`src/rtl/uart_lcd.sv`:
```
// uart_lcd: 8N1 UART receiver feeding a 16-byte FIFO whose bytes are printed on an HD44780 16x2 LCD.
module uart_lcd #(
    parameter int CLK_FREQ       = 50_000_000,
    parameter int BAUD           = 9600,
    parameter int OVERSAMPLE     = 16,
    parameter int FIFO_ADDR_W    = 4,
    parameter int POWERUP_CYCLES = 1_000_000,
    parameter int EN_CYCLES      = 50,
    parameter int CMD_CYCLES     = 100_000
) (
    input  logic       clk_50MHz,
    input  logic       reset,
    input  logic       rx,
    output logic       rs,
    output logic       rw,
    output logic       enable,
    output logic       fifo_full,
    output logic       fifo_empty,
    output logic [7:0] data_lcd
);
    localparam int DIV   = CLK_FREQ / (BAUD * OVERSAMPLE);
    localparam int BW    = DIV > 1 ? $clog2(DIV) : 1;
    localparam int OW    = $clog2(OVERSAMPLE);
    localparam int DEPTH = 1 << FIFO_ADDR_W;
    localparam int NW    = FIFO_ADDR_W + 1;
    localparam int CW    = $clog2(POWERUP_CYCLES + EN_CYCLES + CMD_CYCLES + 1);

    logic [BW-1:0] tick_cnt;
    logic          tick;
    assign tick = tick_cnt == BW'(DIV - 1);

    always_ff @(posedge clk_50MHz)
        if (reset) tick_cnt <= '0;
        else       tick_cnt <= tick ? '0 : tick_cnt + 1'b1;

    // rx_q is the previous synchronized sample, used for start-edge detection
    logic rx_s1, rx_s, rx_q;
    always_ff @(posedge clk_50MHz)
        if (reset) {rx_s1, rx_s, rx_q} <= 3'b111;
        else       {rx_s1, rx_s, rx_q} <= {rx, rx_s1, rx_s};

    typedef enum logic [1:0] {R_IDLE, R_START, R_DATA, R_STOP} rx_state_t;
    rx_state_t     rx_state, rx_next;
    logic [OW-1:0] s_cnt;
    logic [2:0]    bit_idx;
    logic [7:0]    shift;
    logic          half, full, rx_done;
    assign half = tick && s_cnt == OW'(OVERSAMPLE / 2 - 1);
    assign full = tick && s_cnt == OW'(OVERSAMPLE - 1);

    always_ff @(posedge clk_50MHz)
        if (reset) rx_state <= R_IDLE;
        else       rx_state <= rx_next;

    always_comb begin
        rx_next = rx_state;
        case (rx_state)
            R_IDLE:  rx_next = (rx_q && !rx_s) ? R_START : R_IDLE;
            R_START: rx_next = half ? (rx_s ? R_IDLE : R_DATA) : R_START;
            R_DATA:  rx_next = (full && bit_idx == 3'd7) ? R_STOP : R_DATA;
            R_STOP:  rx_next = full ? R_IDLE : R_STOP;
        endcase
    end

    always_comb rx_done = rx_state == R_STOP && full && rx_s;

    always_ff @(posedge clk_50MHz)
        if (reset) begin
            s_cnt   <= '0;
            bit_idx <= '0;
            shift   <= '0;
        end else begin
            s_cnt   <= (rx_next != rx_state || full) ? '0 : s_cnt + OW'(tick);
            bit_idx <= rx_state != R_DATA ? 3'd0 : bit_idx + 3'(full);
            if (rx_state == R_DATA && full) shift <= {rx_s, shift[7:1]};
        end

    logic [7:0]             mem [DEPTH];
    logic [FIFO_ADDR_W-1:0] wr_ptr, rd_ptr;
    logic [NW-1:0]          count, count_n;
    logic                   push, pop, pop_req;
    assign push    = rx_done && count != NW'(DEPTH);
    assign pop     = pop_req && count != '0;
    assign count_n = count + NW'(push) - NW'(pop);

    always_ff @(posedge clk_50MHz)
        if (push) mem[wr_ptr] <= shift;

    always_ff @(posedge clk_50MHz)
        if (reset) begin
            wr_ptr     <= '0;
            rd_ptr     <= '0;
            count      <= '0;
            fifo_full  <= 1'b0;
            fifo_empty <= 1'b1;
        end else begin
            wr_ptr     <= wr_ptr + FIFO_ADDR_W'(push);
            rd_ptr     <= rd_ptr + FIFO_ADDR_W'(pop);
            count      <= count_n;
            fifo_full  <= count_n == NW'(DEPTH);
            fifo_empty <= count_n == '0;
        end

    // every command state runs one transfer: SET (bus valid), EN (strobe), WAIT (settle)
    typedef enum logic [2:0] {L_PWR, L_INIT, L_IDLE, L_WRITE, L_LINE2, L_CLR, L_HOME} lcd_state_t;
    typedef enum logic [1:0] {P_SET, P_EN, P_WAIT} phase_t;
    lcd_state_t    state, state_n;
    phase_t        phase, phase_n;
    logic [CW-1:0] cnt;
    logic [2:0]    init_idx;
    logic [4:0]    col;
    logic [7:0]    char_q, init_cmd;
    logic          xfer, en_done, xfer_done;
    assign xfer      = state != L_PWR && state != L_IDLE;
    assign en_done   = phase == P_EN && cnt == CW'(EN_CYCLES - 1);
    assign xfer_done = xfer && phase == P_WAIT && cnt == CW'(CMD_CYCLES - 1);

    always_ff @(posedge clk_50MHz)
        if (reset) begin
            state <= L_PWR;
            phase <= P_SET;
        end else begin
            state <= state_n;
            phase <= phase_n;
        end

    always_comb begin
        state_n = state;
        phase_n = !xfer ? P_SET : phase == P_SET ? P_EN : en_done ? P_WAIT : xfer_done ? P_SET : phase;
        case (state)
            L_PWR:   state_n = cnt == CW'(POWERUP_CYCLES - 1) ? L_INIT : L_PWR;
            L_INIT:  state_n = (xfer_done && init_idx == 3'd4) ? L_IDLE : L_INIT;
            L_IDLE:  state_n = !fifo_empty ? L_WRITE : L_IDLE;
            L_WRITE: state_n = !xfer_done ? L_WRITE : col == 5'd15 ? L_LINE2 : col == 5'd31 ? L_CLR : L_IDLE;
            L_LINE2: state_n = xfer_done ? L_IDLE : L_LINE2;
            L_CLR:   state_n = xfer_done ? L_HOME : L_CLR;
            L_HOME:  state_n = xfer_done ? L_IDLE : L_HOME;
            default: state_n = L_PWR;
        endcase
    end

    always_comb begin
        init_cmd = init_idx == 3'd0 ? 8'h38 : init_idx == 3'd1 ? 8'h0C : init_idx == 3'd2 ? 8'h01 :
                   init_idx == 3'd3 ? 8'h06 : 8'h80;
        enable   = xfer && phase == P_EN;
        rs       = state == L_WRITE;
        rw       = 1'b0;
        pop_req  = state == L_IDLE && !fifo_empty;
        data_lcd = state == L_INIT ? init_cmd : state == L_WRITE ? char_q : state == L_LINE2 ? 8'hC0 :
                   state == L_CLR ? 8'h01 : state == L_HOME ? 8'h80 : 8'h00;
    end

    always_ff @(posedge clk_50MHz)
        if (reset) begin
            cnt      <= '0;
            init_idx <= '0;
            col      <= '0;
            char_q   <= '0;
        end else begin
            cnt      <= (state_n != state || phase_n != phase) ? '0 : cnt + 1'b1;
            init_idx <= init_idx + 3'(state == L_INIT && xfer_done);
            col      <= col + 5'(state == L_WRITE && xfer_done);
            if (pop) char_q <= mem[rd_ptr];
        end
endmodule

```
`config.mk`:
```
export PLATFORM = sky130hd
export DESIGN_NAME = uart_lcd
export DESIGN_NICKNAME = d
export VERILOG_FILES = /design/src/rtl/uart_lcd.sv
export SDC_FILE = /design/constraint.sdc
export NUM_CORES = 1
export LEC_CHECK = 0
export BUFFER_PORTS_ARGS = -buffer_cell sky130_fd_sc_hd__buf_2
export CAP_MARGIN = 0
export CORE_MARGIN = 3
export CORE_UTILIZATION = 55
export CTS_BUF_LIST = sky130_fd_sc_hd__clkbuf_4 sky130_fd_sc_hd__clkbuf_8 sky130_fd_sc_hd__clkbuf_16
export DETAILED_ROUTE_END_ITERATION = 10
export GPL_TIMING_DRIVEN = 0
export PLACE_DENSITY = 0.74
export REMOVE_ABC_BUFFERS = 1
export SETUP_SLACK_MARGIN = 0.1
export SKIP_CTS_REPAIR_TIMING = 1
export SLEW_MARGIN = 20
export SYNTH_ARGS = -nofsm -noshare
export SYNTH_HDL_FRONTEND = slang
export SYNTH_SLANG_ARGS = --single-unit
```
`constraint.sdc`:
```
create_clock -name clk_50MHz -period 3.6 [get_ports clk_50MHz]
set_input_delay 0.72 -clock clk_50MHz [delete_from_list [all_inputs] [get_ports clk_50MHz]]
set_output_delay 0.72 -clock clk_50MHz [all_outputs]
set_load 0.02 [all_outputs]
```
# Word level (Yosys, flattened, before mapping)
# Memory sizes are Yosys's and may differ from the RTL's. A register that Yosys moved wholly into a read port is not among the register bits.
# Cells that the tools add are included.
[op_classes]
n_addsub = 10
eq_ne = 31
mux = 31
n_reduce_logical = 33
[ops]
columns = ["op", "n"]
rows = [
  ["$mux W8", 9],
  ["$add A21 B1 Y21 const B", 1],
  ["$eq A21 B17 Y1 const B", 1],
  ["$eq A21 B20 Y1 const B", 1],
  ["$eq A21 B6 Y1 const B", 1],
  ["$pmux W3 S7", 1],
  ["$logic_and A1 B1 Y1", 18],
  ["$mux W2", 9],
  ["$eq A3 B3 Y1 const B", 5],
  ["$mux W3", 5],
  ["$add A4 B1 Y4", 3],
  ["$eq A3 B2 Y1 const B", 4],
  ["$add A5 B1 Y5", 2],
  ["$eq A5 B5 Y1 const B", 2],
  ["$add A9 B1 Y9 const B", 1],
  ["$eq A9 B9 Y1 const B", 1],
  ["$pmux W2 S4", 1],
  ["$reduce_or A2 Y1", 4],
  ["$add A3 B1 Y3", 2],
  ["$eq A2 B2 Y1 const B", 3],
  ["$eq A3 B1 Y1 const B", 2],
  ["$logic_not A3 Y1", 2],
  ["$mux W1", 6],
  ["$eq A5 B4 Y1 const B", 1],
  ["15 further kinds", 20],
]
[word_totals]
ff_bits = 78
ramBits = 128
input_bits = 3
out_inout_bits = 13
elab_cells = 124
mem_count = 1
[memory_table]
columns = ["name", "words", "word_bits", "rd", "rd_ports_with_merged_regs", "wr", "line", "rtl"]
rows = [
  ["mem", 16, 8, 1, 1, 1, "78", "logic [7:0] mem [DEPTH];"],
]

# Depth between registers and ports, before layout
# Gate-level depths: netlist of run 1.
[logic_depth]
word_depth = 11
ltp_mapped = 14
ltp_nobuf = 14

# Least setup slack after synthesis of run 1
# OpenSTA, ideal clock, no wires.
[synth_path]
kind = "flip-flop to flip-flop"
startpoint = "register tick_cnt[0]"
endpoint = "register fifo_empty"
setup_ps = 70
arrival_time_ps = 2517
required_time_ps = 3530
setup_slack_ps = 1014
path_stages_with_launch = 15
n_path_buf = 0
period_less_slack_ps = 2586
path_cell_list = "dfxtp_1 > inv_1 > ha_1 > nand4bb_1 > nor3_4 > nand3_1 > ha_1 > inv_1 > ha_1 > fa_1 > a21oi_1 > o21bai_1 > xnor2_1 > nor2_1 > a21oi_1"
[synth_via]
elab_chain_len = 8
[synth_rtl]
columns = ["element", "line", "rtl"]
rows = [
  ["start, declared", "28", "logic [BW-1:0] tick_cnt;"],
  ["start signal, assigned", "34", "else tick_cnt <= tick ? '0 : tick_cnt + 1'b1;"],
  ["$eq A9 B9 Y1", "30", "assign tick = tick_cnt == BW'(DIV - 1);"],
  ["$logic_and A1 B1 Y1", "49", "assign full = tick && s_cnt == OW'(OVERSAMPLE - 1);"],
  ["$logic_and A1 B1 Y1 (2 in a row)", "65", "always_comb rx_done = rx_state == R_STOP && full && rx_s;"],
  ["$logic_and A1 B1 Y1", "82", "assign push = rx_done && count != NW'(DEPTH);"],
  ["$add A5 B1 Y5", "84", "assign count_n = count + NW'(push) - NW'(pop);"],
  ["$sub A5 B1 Y5", "84", ""],
  ["$logic_not A5 Y1", "101", "fifo_empty <= count_n == '0;"],
  ["end signal, assigned", "95", "fifo_empty <= 1'b1;"],
  ["end signal, assigned", "101", ""],
  ["end, declared", "18", "output logic fifo_empty,"],
]
# No other way between the ends.
# A chain may end at the register's enable or synchronous reset.

# Worst setup path after layout of run 1
[layout_path]
startpoint = "register count[3]"
endpoint = "register fifo_empty"
[layout_via]
word_cells_on_any_way = 7
classes_between = "add/sub (2); eq/ne (1); reduce/logical (4)"
[layout_lines]
columns = ["element", "line", "rtl"]
rows = [
  ["start, declared", "80", "logic [NW-1:0] count, count_n;"],
  ["start signal, assigned", "99", "count <= count_n;"],
  ["$reduce_bool A5 Y1", "83", "assign pop = pop_req && count != '0;"],
  ["$logic_and A1 B1 Y1", "83", ""],
  ["named net pop", "81", "logic push, pop, pop_req;"],
  ["$sub A5 B1 Y5", "84", ""],
  ["$logic_not A5 Y1", "101", ""],
]
# The timed path passes the listed nets, and every way through them passes these cells.

==> run metrics, run 1 <==
final clock skew=0.009369 ns; RePlAce Congestion=0.7965; number of synthesized flops with an enable pin=128; antenna-violating nets left=0; WL/cell=18.18 um; placed inst area=9100 um2; clk buf depth=3; mux share of post-synthesis cell area=10.99%; Die W=132.7 um; CP Buf/Inv Count=2; hold path endpoint=rx_s; nets=681; top cells by area, synth=edfxtp_1 (44%), dfxtp_1 (19%), mux4_2 (8.2%), nor2_1 (3.7%), ha_1 (3.1%); overall routing resource usage=18.83%; worst-margin pin slew=1.099 ns; largest net degree at the start of global routing=45; crit-path cells=inv_1 -> ha_1 -> nor4b_1 -> nor4_1 -> ha_1 -> inv_1 -> ha_1 -> fa_1 -> a21oi_1 -> o21bai_1 -> xnor2_1 -> nor2_1 -> a21oi_1; Rows=45; Slew headroom=26.66%; diodes inserted=0; core area=15480 um2; post-synth top area share=43.51%; worst-skew pair later-pin latency=0.50 ns; Post-DP HPWL=10.51 mm; Cell Area, Synth=8833 um2; DRC viols=0; Port-buffer cells=14; CTS root buf=clkbuf_16; Mapped Cells=640; Reg2Reg Depth=13; Period minus WS final=3.095 ns; Hold Crit Start=rx_s1; die area=17620 um2; placed insts=842; PwrDens=495.5 nW/um2; Leakage Power=3.474 nW; slowest stage delay, CP=0.69 ns; Final Hold Vio Count=0; max-cap viol count=0; Setup Slack @ Placement=0.4752 ns; drt pass-1 iters=4; area leader, netlist=edfxtp_1; overall die height=132.7 um; FILL cells=1114; vias in the first global route=5321; synthesized area per cell=13.80 um2; adder-cell share of the synthesized area=3.343%; delay-heaviest family, CP=adder cells; Pins Over Slew Limit=0; post-synthesis compound-gate area fraction=3.725%; RSZ-0062 raised after global routing=no; worst setup path class=reg -> reg; initial antenna violation count=0; DR vias/cell=5.751; Worst-path clk slew=0.06 ns; fin cells=882; R2R Setup Slk=0.50 ns; total grt overflow=0; CTS tree=done; global-route wire length before repair=27.01 mm; CTS Buf Count=22; Peak VDD IR=0.0003919 V; Arr. time, crit path=3.52 ns; crit path max fanout=5; largest family of logic cells by synthesized area=simple AND/OR/NAND/NOR gates; Worst R2R End=fifo_empty; hold crit path type=reg -> reg; Starting Density=57.05%; sequential-to-total area share from yosys stat=63.00%; CP Depth=13; Pwr Total=4.872 mW; worst endpoint required time=4.03 ns; Final period util=85.97%; Post-Route Setup TNS=0 ns; via count=5072; count leader, synth=edfxtp_1; H-tree depth=1; Core Util, Final=63.50%; share of cells above drive strength 1=16.24%; CP endpoint kind=flop; status=completed; hold slack final=0.4079 ns; synth warn=0; setup ws final=0.5050 ns; top post-synthesis cells by count=edfxtp_1 (128), nor2_1 (87), dfxtp_1 (86), mux4_2 (32), xor2_1 (24); Yosys cell types=59; CP max-delay cell=nor4_1; Worst Setup Start Kind=flop; Fmax achieved=0.3231 GHz; Routed WL=16.04 mm; Async SR Flop Fraction=0%; Finished Cell Area=9832 um2; TritonCTS Sinks=214; Ports=16; post-synthesis simple-gate area fraction=12.72%; hold path cells=1; Primary FF master, synth=edfxtp_1; Final setup viols=0; synthesis-stage register bit count=214; Area growth, synth to finish=11.30%; r2r startpoint=count[3]; CP most frequent cell=ha_1; xor/xnor cell area share of the yosys netlist=4.065%; Iter 0 DRT Violations=405
[cell usage in the layout, fill, tap and decap left out, drive strengths merged, types with 3 or more instances in the layout]
cell,n
nand4,11
and2,5
a31oi,3
a21oi,10
a21o,3
nand3,21
inv,17
clkinv,13
bufinv,3
xnor2,17
edfxtp,128
nand4b,4
nor4,5
xor2,24
a211oi,3
nor2b,12
ha,22
and3,12
clkbuf,24
nor3,15
nor2,87
o21ai,7
or2,6
nand2,19
dfxtp,86
mux4,32
a221o,8
nand2b,8
buf,16
mux2,8
mux2i,16
[layout make-up]
type,count,area [um2],share of cell area (%)
Clock inverter,16,143.9,1.463
Tap cell,211,264.0,2.685
Multi-Input combinational cell,384,3102,31.55
Clock buffer,24,583.1,5.930
Timing Repair Buffer,16,105.1,1.069
Sequential cell,214,5570,56.66
Inverter,17,63.81,0.6490
[where the power goes]
group	internal [mW]	total, mW	switching [mW]	leakage [nW]
Sequential	2.57	2.58	0.00924	1.88
Clock	1.37	2.25	0.878	0.360
Combinational	0.0120	0.0381	0.0260	1.23
Total	3.96	4.87	0.913	3.47
[worst reg2reg max path: stages (launching register included)]
cell      delay [ns]
dfxtp_1         0.35
inv_1           0.07
ha_1            0.19
nor4b_1         0.16
nor4_1          0.69
ha_1            0.25
inv_1           0.04
ha_1            0.20
fa_1            0.42
a21oi_1         0.16
o21bai_1        0.08
xnor2_1         0.20
nor2_1          0.08
a21oi_1         0.14
[metal layers]
metal / global-route usage (%) / vias up / wire length, um
met5: 0 / - / 0
met4: 5.889 / 0 / 338
met3: 2.852 / 31 / 743
met2: 31.76 / 99 / 7901
met1: 25.43 / 2544 / 7054
li1: - / 2398 / -
[sequential cells by signal, summed over array words and instances, names as in the netlist]
name,count
bit_idx,3
char_q,8
cnt,21
col,5
count,5
fifo_empty,1
fifo_full,1
init_idx,3
mem,128
phase,2
rd_ptr,4
rx_q,1
rx_s,1
rx_s1,1
rx_state,2
s_cnt,4
shift,8
state,3
tick_cnt,9
wr_ptr,4
[cells by family after synthesis]
family,count (synthesis)
other cells,1
xor+xnor,41
mux,56
fa+ha+maj,23
simple gates,217
compound gates,46
flops,214
buf+inv,42
[worst max-delay path by stage]
stage / from / to
detailed placement: count[3] / fifo_empty
floorplan: rd_ptr[0] / char_q[2]
global placement: rd_ptr[0] / char_q[4]
CTS: count[3] / fifo_empty
global route: count[2] / fifo_empty
finish: count[3] / fifo_empty
Note: power is estimated with default switching activity, not from simulation.
==> run 2: changes to the inputs <==
--- a/config.mk
+++ b/config.mk
@@ -5,14 +5,14 @@
 export SDC_FILE = /design/constraint.sdc
 export NUM_CORES = 1
 export LEC_CHECK = 0
-export BUFFER_PORTS_ARGS = -buffer_cell sky130_fd_sc_hd__buf_2
 export CAP_MARGIN = 0
 export CORE_MARGIN = 3
 export CORE_UTILIZATION = 55
 export CTS_BUF_LIST = sky130_fd_sc_hd__clkbuf_4 sky130_fd_sc_hd__clkbuf_8 sky130_fd_sc_hd__clkbuf_16
 export DETAILED_ROUTE_END_ITERATION = 10
+export DONT_BUFFER_PORTS = 1
 export GPL_TIMING_DRIVEN = 0
-export PLACE_DENSITY = 0.74
+export PLACE_DENSITY = 0.73
 export REMOVE_ABC_BUFFERS = 1
 export SETUP_SLACK_MARGIN = 0.1
 export SKIP_CTS_REPAIR_TIMING = 1
==> constraint.sdc (replaced) <==
create_clock -name clk_50MHz -period 3.7 [get_ports clk_50MHz]
set_input_delay 0.74 -clock clk_50MHz [delete_from_list [all_inputs] [get_ports clk_50MHz]]
set_output_delay 0.74 -clock clk_50MHz [all_outputs]
set_load 0.02 [all_outputs]
==> run metrics, run 2 (synthesis gave the netlist of run 1 again) <==
largest register by flop count=mem; Iter 0 DRT Violations=365 (-9.9%); Post-Route Setup TNS=0 ns (unchanged); global-route wire length before repair=26.27 mm (-2.7%); Pins Over Slew Limit=0 (unchanged); crit path max fanout=15 (+10); WL/cell=18.42 um (+1.3%); CTS root buf=clkbuf_16; overall routing resource usage=18.35% (-0.48 points); via count=5073 (+0.020%); Starting Density=57.05% (unchanged); Final Hold Vio Count=0 (unchanged); Arr. time, crit path=2.39 ns (-1.13 ns); Rows=45 (unchanged); Die W=132.7 um (unchanged); DR vias/cell=5.838 (+1.5%); hold path endpoint=shift[4]; Worst-path clk slew=0.06 ns (about the same); RePlAce Congestion=0.8022 (+0.72%); Post-DP HPWL=10.39 mm (-1.2%); core area=15480 um2 (unchanged); Port-buffer cells=0 (-14); clk buf depth=3 (unchanged); CTS Buf Count=22 (unchanged); status=completed; Routed WL=16.01 mm (-0.17%); hold crit path type=in -> reg; nets=667 (-2.1%); max FFs per register=128 (unchanged); vias in the first global route=5121 (-3.8%); Worst R2R End=fifo_empty; TritonCTS Sinks=214 (unchanged); final clock skew=0.01876 ns (+0.009388 ns); placed inst area=9017 um2 (-0.91%); setup ws final=0.5658 ns (+0.06088 ns); Leakage Power=3.403 nW (-2.0%); worst-skew pair later-pin latency=0.51 ns (about the same); largest registers=mem (128), cnt (21), tick_cnt (9); Peak VDD IR=0.0002888 V (-26%); share of cells above drive strength 1=15.83% (-0.41 points); worst-margin pin slew=1.021 ns (-0.07794 ns); Reg2Reg Depth=13 (unchanged); overall die height=132.7 um (unchanged); Final period util=84.71%; Hold Crit Start=reset; Ports=16 (unchanged); total grt overflow=0 (unchanged); Fmax achieved=0.3191 GHz; die area=17620 um2 (unchanged); Finished Cell Area=9742 um2 (-0.92%); FILL cells=1125 (+0.99%); worst endpoint required time=2.96 ns (-1.07 ns); commonest non-fill, non-tap cell in the layout=edfxtp_1; R2R Setup Slk=0.62 ns (+0.12 ns); antenna-violating nets left=0 (unchanged); Worst Setup Start Kind=flop; commonest cells after routing, fill and taps aside=edfxtp_1 (128), nor2_1 (87), dfxtp_1 (84); worst setup path class=reg -> out; PwrDens=479.9 nW/um2 (-3.2%); CP endpoint kind=primary output; max-cap viol count=0 (unchanged); drt pass-1 iters=5 (+1); Final setup viols=0 (unchanged); Slew headroom=31.87% (+5.2 points); Period minus WS final=3.134 ns; RSZ-0062 raised after global routing=no; initial antenna violation count=1 (+1); DRC viols=0 (unchanged); Setup Slack @ Placement=0.4995 ns (+0.02437 ns); hold path cells=1 (unchanged); r2r startpoint=count[2]; CTS tree=done; H-tree depth=1 (unchanged); Area growth, synth to finish=10.28%; largest net degree at the start of global routing=45 (unchanged)
-- run 2: changes by cell type in the layout (fill, tap and decap cells not counted), sizes merged --
cell	delta
clkinv	-9
clkbuf	+12
bufinv	-3
buf	-14
diode	+1
-- run 2: critical path, stage by stage (launching register included) --
cell and delay [ns]:
dfxtp_1 0.62, nand2_1 0.16, nor2_1 0.73, a22o_1 0.38
-- run 2: area by class of cell --
type | instances | area (um2) | share of cell area (%)
Antenna cell | 1 | 2.502 | 0.02569
Clock buffer | 36 | 680.7 | 6.987
Clock inverter | 4 | 31.28 | 0.3211
Inverter | 17 | 63.81 | 0.6550
Multi-Input combinational cell | 384 | 3102 | 31.84
Sequential cell | 214 | 5570 | 57.18
Tap cell | 211 | 264.0 | 2.710
Timing Repair Buffer | 2 | 27.53 | 0.2826
-- run 2: stage by stage --
stage                     cells  hold WS [ns]  util [%]  power (mW)
after CTS                   868        0.2881     62.84       4.713
after detailed placement    828        0.3961     58.24       2.594
after floorplan             615        0.3895         -       2.586
after global placement      826        0.3947     57.96       2.593
after global routing        869        0.2831     62.92       4.821
final                       869        0.3034     62.92       4.675
-- run 2: worst max path at each step --
| stage | startpoint | to | depth (start not counted) |
|---|---|---|---|
| after floorplan | rd_ptr[0] | char_q[2] | 3 |
| after global placement | rd_ptr[0] | char_q[0] | 3 |
| after detailed placement | tick_cnt[0] | mem[4][5] | 7 |
| after CTS | tick_cnt[0] | mem[4][7] | 7 |
| after global routing | count[2] | fifo_empty | 13 |
| final | state[0] | data_lcd[2] | 3 |
-- run 2: layer usage --
layer | track usage, % | up-vias | share of wire, %
met1 | 24.69 | 2526 | 44
li1 | - | 2381 | -
met3 | 3.992 | 26 | 6.0
met4 | 5.139 | 0 | 1.5
met2 | 30.43 | 140 | 48
met5 | 0 | - | 0
-- run 2: report_power, final --
group	leakage (nW)	switching [mW]	internal (mW)
clock network	0.365	0.872	1.26
registers	1.88	0.00933	2.50
logic	1.16	0.0188	0.0111
total	3.40	0.900	3.78
